### src/rtl/debounce_pkg.sv
// debounce_pkg: shared FSM state type and default debounce length for debounce_switch_pair.
package debounce_pkg;
  typedef enum logic {STABLE, COUNTING} db_state_e;
  localparam int DEFAULT_DEBOUNCE_LIMIT = 250000;
endpackage

### src/rtl/debounce_channel.sv
// debounce_channel: one switch path -- two-flop synchroniser, STABLE/COUNTING FSM and counter.
// Edge pulses exist only when DEBOUNCE_EDGE_EN is defined; otherwise rise/fall are tied to 0.
module debounce_channel
  import debounce_pkg::*;
#(
  parameter int DEBOUNCE_LIMIT = DEFAULT_DEBOUNCE_LIMIT
) (
  input  logic clk,
  input  logic rst_n,
  input  logic sw,
  output logic sw_db,
  output logic rise,
  output logic fall
);
  localparam int CW = $clog2(DEBOUNCE_LIMIT + 1);
  localparam logic [CW-1:0] LAST = CW'(DEBOUNCE_LIMIT - 1);
  logic [1:0] sync_q;
  logic synced;
  logic [CW-1:0] cnt;
  db_state_e state;
  assign synced = sync_q[1];
  always_ff @(posedge clk or negedge rst_n)
    if (!rst_n) sync_q <= '0;
    else sync_q <= {sync_q[0], sw};
  always_ff @(posedge clk or negedge rst_n)
    if (!rst_n) begin
      state <= STABLE;
      cnt   <= '0;
      sw_db <= 1'b0;
    end else begin
      case (state)
        STABLE:
          if (synced != sw_db) begin
            state <= COUNTING;
            cnt   <= CW'(1);
          end else cnt <= '0;
        COUNTING:
          if (synced == sw_db) begin
            state <= STABLE;
            cnt   <= '0;
          end else if (cnt == LAST) begin
            state <= STABLE;
            cnt   <= '0;
            sw_db <= synced;
          end else cnt <= cnt + 1'b1;
        default: begin
          state <= STABLE;
          cnt   <= '0;
        end
      endcase
    end
`ifdef DEBOUNCE_EDGE_EN
  logic upd;
  // Registered alongside sw_db so the pulse coincides with the new value
  assign upd = state == COUNTING && synced != sw_db && cnt == LAST;
  always_ff @(posedge clk or negedge rst_n)
    if (!rst_n) begin
      rise <= 1'b0;
      fall <= 1'b0;
    end else begin
      rise <= upd & synced;
      fall <= upd & ~synced;
    end
`else
  assign rise = 1'b0;
  assign fall = 1'b0;
`endif
endmodule

### src/rtl/debounce_switch_pair.sv
// debounce_switch_pair: two independent debounced switch channels feeding a downstream AND stage.
// Define DEBOUNCE_EDGE_EN to build the rise/fall pulse outputs; otherwise they are constant 0.
module debounce_switch_pair
  import debounce_pkg::*;
#(
  parameter int DEBOUNCE_LIMIT = DEFAULT_DEBOUNCE_LIMIT
) (
  input  logic i_Clk,
  input  logic i_Rst_L,
  input  logic i_Switch_1,
  input  logic i_Switch_2,
  output logic o_Switch_1,
  output logic o_Switch_2,
  output logic o_Rise_1,
  output logic o_Rise_2,
  output logic o_Fall_1,
  output logic o_Fall_2
);
  debounce_channel #(.DEBOUNCE_LIMIT(DEBOUNCE_LIMIT)) u_ch1 (
    .clk(i_Clk), .rst_n(i_Rst_L), .sw(i_Switch_1),
    .sw_db(o_Switch_1), .rise(o_Rise_1), .fall(o_Fall_1)
  );
  debounce_channel #(.DEBOUNCE_LIMIT(DEBOUNCE_LIMIT)) u_ch2 (
    .clk(i_Clk), .rst_n(i_Rst_L), .sw(i_Switch_2),
    .sw_db(o_Switch_2), .rise(o_Rise_2), .fall(o_Fall_2)
  );
endmodule

### config.mk
export PLATFORM = sky130hd
export DESIGN_NAME = debounce_switch_pair
export DESIGN_NICKNAME = d
export VERILOG_FILES = /design/src/rtl/debounce_pkg.sv /design/src/rtl/debounce_channel.sv /design/src/rtl/debounce_switch_pair.sv
export SDC_FILE = /design/constraint.sdc
export NUM_CORES = 1
export LEC_CHECK = 0
export CORE_MARGIN = 2
export CORE_UTILIZATION = 45
export DETAILED_ROUTE_END_ITERATION = 16
export SYNTH_ARGS = -nofsm -noshare
export SYNTH_HDL_FRONTEND = slang
export SYNTH_SLANG_ARGS = --single-unit
### constraint.sdc
create_clock -name i_Clk -period 5.6 [get_ports i_Clk]
set_clock_uncertainty 0.05 [all_clocks]
set_input_delay 1.4 -clock i_Clk [delete_from_list [all_inputs] [get_ports i_Clk]]
set_output_delay 1.4 -clock i_Clk [all_outputs]
set_load 0.01 [all_outputs]
==> metrics.txt, run 1 <==
min Tclk post-route 2660 ps; clk buf depth 2; clock power share 37.5%; Layout Nets 227; Buf+Inv Stages, Crit Path 1; CP Data Arrival Time 1210 ps; initial antenna violation count 0; critical path, cell by cell clkdlybuf4s50_1; critical path class flop to primary output; Post-Place Setup Slack 3250 ps; initial DRC count 58; Top FF cell, synth dfrtp_1; Initial Util 46.1%; Min-Delay Path Class flop to flop; Yosys warnings 0; #FFs+latches synth 44; largest net degree at the start of global routing 45; Vert. Die Dim 73.1 um; status finished clean; layout cell share with drive strength beyond 1 6.76%; Max-cap violations 0; root buf cell clkbuf_8; CP Data Required Time 4150 ps; Slew HR 32.3%; async set-reset flop share out of synthesis 100%; PortBufs 5; Sequential Power Share 59.1%; RSZ-0062 raised after global routing no; P_leak 0.000908 uW; Syn Inst Count 214; Antenna Diode Count 0; Mean Syn Cell Area 10.0 sq um; cts hold-fix bufs 0; power density cells 239 mW/mm^2; TritonCTS Buffers 5; Placeable Area 0.00466 sq mm; synthesized cell area 0.00215 sq mm; most common cell after layout, fill and taps aside dfrtp_1; Crit. End Element primary output; FMAX 0.375 GHz; CP delay by family, top buffers and inverters; Layout area overhead 7.04%; worst vdd ir 173 uV; Int Pwr 426 uW; Distinct cells, synth 40; Total GRT Usage 15.7%; CTS tree built; DIE AREA 0.00535 sq mm; total global routing overflow 0; Worst Path Max Fanout 3; switching pwr 123 uW; Setup violations, final 0; Row Count 25; Fin Setup TNS 0 ps; Hold Violations, Final 0; Gate power share 3.3%; first-pass GRT wire length 6.38 mm; DRC 0; Routed WL 3.71 mm; Worst-path clk slew 80 ps; drt via density 5.37; number of global-route vias before repair 1401; worst-margin pin slew 1010 ps; Slowest-stage cell, CP clkdlybuf4s50_1; # H-tree levels 2; via count 1483; Worst Setup Start Kind flop; Clk Latency, worst-skew pair 300 ps; most frequent cells in the layout 44 x dfrtp_1, 40 x nor2_1, 23 x xnor2_1; Resized cells post-CTS 0; hpwl dp 2.47 mm; CTS sink cnt 44; post-CTS repair timing setup buffer count 0; max incr delay on CP 540 ps; worst setup margin 2940 ps; GP Congestion 0.769; Post-synth EDFFs 0; Final ANT Viol Nets 0; Seq/Total Area, Yosys 51.2%; TritonRoute pass-1 iters 4; Die Span X 73.1 um; # IOs 10; crit share post-route 47.6%; per-cell routed wire length 13.4 um; Final Max Tran Viols 0; switch share 22.4%
final cells by class:
| cell class | instances | area [sq um] |
|---|---|---|
| tap | 54 | 67.6 |
| timing repair buffer | 5 | 45.0 |
| clock inverter | 1 | 7.51 |
| inverter | 8 | 30.0 |
| clock buffer | 7 | 86.3 |
| sequential | 44 | 1100 |
| fill | 427 | 2360 |
| multi-input combinational | 157 | 963 |
state kept, by name, summed over array words and instances (netlist names):
name          cells
u_ch1.cnt        18
u_ch2.cnt        18
u_ch1.sync_q      2
u_ch2.sync_q      2
u_ch1.state       1
u_ch1.sw_db       1
u_ch2.state       1
u_ch2.sw_db       1
metal layers:
| layer | vias to the layer above | routed length (um) | part of all wire (%) | track usage (%) |
|---|---|---|---|---|
| li1 | 751 | - | - | - |
| met1 | 699 | 1780 | 48 | 20.3 |
| met2 | 27 | 1700 | 46 | 24.4 |
| met3 | 6 | 163 | 4.4 | 5.11 |
| met4 | 0 | 64 | 1.7 | 6.38 |
| met5 | - | 0 | 0 | 0 |
power by group through the flow:
| stage | Combinational (uW) | Sequential [uW] | Clock, uW |
|---|---|---|---|
| floorplan | 13.3 | 330 | 0 |
| global placement | 19.2 | 331 | 0 |
| detailed placement | 19.2 | 331 | 0 |
| CTS | 19.3 | 325 | 216 |
| global route | 22.0 | 325 | 226 |
| finish | 18.4 | 325 | 206 |
per-stage QoR:
step	power, uW	cells	util (%)	cell area [sq um]	hold WS [ps]
6_report	549	276	49.4	2300	311
3_3_place_gp	350	268	47.4	2210	284
2_1_floorplan	344	217	-	2160	281
5_1_grt	574	276	49.4	2300	321
4_1_cts	560	276	49.4	2300	315
3_5_place_dp	350	268	47.4	2210	296
cell usage after synthesis, types with 2 or more instances:
library cell   n  area [sq um]
buf_4          4          30.0
nand3_1       15          75.1
ha_1           2          25.0
nor2_1        40           150
xnor2_1       23           201
nor4_1        14          87.6
nand4_1       10          62.6
and3_1         2          12.5
xor2_1         8          70.1
inv_1          8          30.0
nor3_1         6          30.0
a211oi_1       2          15.0
nand2_1        9          33.8
dfrtp_1       44          1100
and4_1         2          17.5
worst paths after layout:
path | start | end | slack [ps] | cells after the start
worst min register to register | u_ch2.sync_q[0]$_DFF_PN0_ | u_ch2.sync_q[1]$_DFF_PN0_ | 310 | 0
worst max register to register | u_ch1.cnt[0]$_DFF_PN0_ | u_ch1.cnt[12]$_DFF_PN0_ | 3370 | 5
worst max-delay path | u_ch1.sw_db$_DFFE_PN0P_ | o_Switch_1 | 2940 | 1
min in group asynchronous | i_Rst_L | u_ch1.cnt[4]$_DFF_PN0_ | 1170 | 1
max in group asynchronous | i_Rst_L | u_ch2.cnt[12]$_DFF_PN0_ | 3730 | 1
worst min-delay path | u_ch2.sync_q[0]$_DFF_PN0_ | u_ch2.sync_q[1]$_DFF_PN0_ | 310 | 0
kinds of logic after synthesis:
| group | count (synthesis) | synth area share (%) |
|---|---|---|
| AOI/OAI and AO/OA | 9 | 3.26 |
| adders and majority gates | 2 | 1.16 |
| other | 1 | 0.174 |
| and+or+nand+nor | 108 | 25.6 |
| xor gates and xnor gates | 31 | 12.6 |
| muxes | 3 | 1.51 |
| buffers and inverters | 16 | 4.48 |
| DFF | 44 | 51.2 |
(Power assumes the default switching activity.)
==> run 2: changes to the inputs <==
- clock period: 5.6 -> 2.39 ns (I/O delays scaled with it)
==> metrics.txt, run 2 (synthesis gave the netlist of run 1 again) <==
P_leak 0.000931 uW (+2.5%); FMAX 0.489 GHz; Routed WL 3.72 mm (+0.27%); post-CTS repair timing setup buffer count 0 (unchanged); Layout Nets 232 (+2.2%); max incr delay on CP 540 ps (about the same); root buf cell clkbuf_8; worst vdd ir 347 uV (+100%); Crit. End Element flop; Initial Util 46.1% (unchanged); Die Span X 73.1 um (unchanged); GP Congestion 0.837 (+8.9%); per-cell routed wire length 13.2 um (-1.5%); most common cell after layout, fill and taps aside dfrtp_1; Post-Place Setup Slack 370 ps (-2880 ps); TritonRoute pass-1 iters 4 (unchanged); total global routing overflow 0 (unchanged); TritonCTS Buffers 5 (unchanged); CP Data Arrival Time 2170 ps (+960 ps); drt via density 5.32 (-0.92%); critical path, cell by cell or4_1, nor4_2, and3_2, mux2_1; min Tclk post-route 2040 ps; CP Data Required Time 2510 ps (-1640 ps); Final ANT Viol Nets 0 (unchanged); Setup violations, final 0 (unchanged); number of global-route vias before repair 1482 (+5.8%); Placeable Area 0.00466 sq mm (unchanged); DRC 0 (unchanged); Hold Violations, Final 0 (unchanged); Clk Latency, worst-skew pair 300 ps (about the same); via count 1496 (+0.88%); power density cells 551 mW/mm^2 (+130%); Finished Core Util 50.2% (+0.81 points); Resized cells post-CTS 0 (unchanged); cts hold-fix bufs 0 (unchanged); layout cell share with drive strength beyond 1 8.81% (+2.1 points); DIE AREA 0.00535 sq mm (unchanged); Row Count 25 (unchanged); Slowest-stage cell, CP or4_1; first-pass GRT wire length 6.51 mm (+2.1%); most frequent cells in the layout 44 x dfrtp_1, 40 x nor2_1, 23 x xnor2_1; Worst Setup Start Kind flop; RSZ-0062 raised after global routing no; Final Max Tran Viols 0 (unchanged); Worst Path Max Fanout 6 (+3); Largest regs u_ch1.cnt x18, u_ch2.cnt x18; PortBufs 5 (unchanged); largest net degree at the start of global routing 22 (-51%); Fin Setup TNS 0 ps (unchanged); CTS sink cnt 44 (unchanged); critical path class flop to flop; worst-margin pin slew 513 ps (-496 ps); crit share post-route 85.5%; worst setup margin 345 ps (-2590 ps); Total GRT Usage 15.9% (+0.13 points); Slew HR 65.5% (+33 points); Min-Delay Path Class primary input to async pin; Antenna Diode Count 0 (unchanged); Worst-path clk slew 80 ps (about the same); hpwl dp 2.68 mm (+8.5%); status finished clean; # IOs 10 (unchanged); CTS tree built; Vert. Die Dim 73.1 um (unchanged); # H-tree levels 2 (unchanged); Layout area overhead 8.79%; Max-cap violations 0 (unchanged); clk buf depth 2 (unchanged); initial antenna violation count 0 (unchanged); initial DRC count 54 (-6.9%)
-- run 2: cell types whose count changed in the layout (fill, tap and decap cells not counted) --
cell   before  now
buf_4       0    5
-- run 2: final cells by class --
class,instances,area (sq um)
multi-input combinational,157,963
tap,54,67.6
inverter,8,30.0
sequential,44,1100
clock buffer,7,86.3
timing repair buffer,10,82.6
fill,435,2320
clock inverter,1,7.51
-- run 2: critical path, delay by kind of cell, from the launching register on --
kind / cells / cell delay [ps]
flip-flops: 1 / 440
multiplexers: 1 / 320
AND/OR/NAND/NOR: 3 / 1120
-- run 2: per-layer routing --
layer  wire length [um]  GRT usage (%)  part of all wire [%]
met1               1740           19.7                    47
met2               1800           26.3                    48
met3                109           3.45                   2.9
met4                 72           7.20                   1.9
met5                  0              0                     0
-- run 2: stage by stage --
| step | area, sq um | std cells | total power (uW) | hold WS [ps] |
|---|---|---|---|---|
| after global routing | 2340 | 281 | 1360 | 224 |
| after floorplan | 2160 | 217 | 805 | 252 |
| after global placement | 2240 | 273 | 825 | 282 |
| after CTS | 2340 | 281 | 1310 | 203 |
| after detailed placement | 2240 | 273 | 826 | 292 |
| final | 2340 | 281 | 1290 | 193 |
-- run 2: path summary, 6_finish.rpt --
kind	slack [ps]	from	to	cells after the start
setup reg to reg	350	u_ch2.cnt[9]$_DFF_PN0_	u_ch2.sw_db$_DFFE_PN0P_	4
hold / removal	190	i_Rst_L	u_ch1.state$_DFF_PN0_	1
setup / recovery	350	u_ch2.cnt[9]$_DFF_PN0_	u_ch2.sw_db$_DFFE_PN0P_	4
max in group asynchronous	1540	i_Rst_L	u_ch2.cnt[15]$_DFF_PN0_	2
hold reg to reg	300	u_ch1.sync_q[0]$_DFF_PN0_	u_ch1.sync_q[1]$_DFF_PN0_	0
min in group i_Clk	300	u_ch1.sync_q[0]$_DFF_PN0_	u_ch1.sync_q[1]$_DFF_PN0_	0
-- run 2: power by group --
group	leakage [uW]	internal, uW	switching (uW)
registers	0.000597	753	8.00
clock network	0.0000445	235	246
logic	0.000290	15.1	32.6
total	0.000931	1000	286
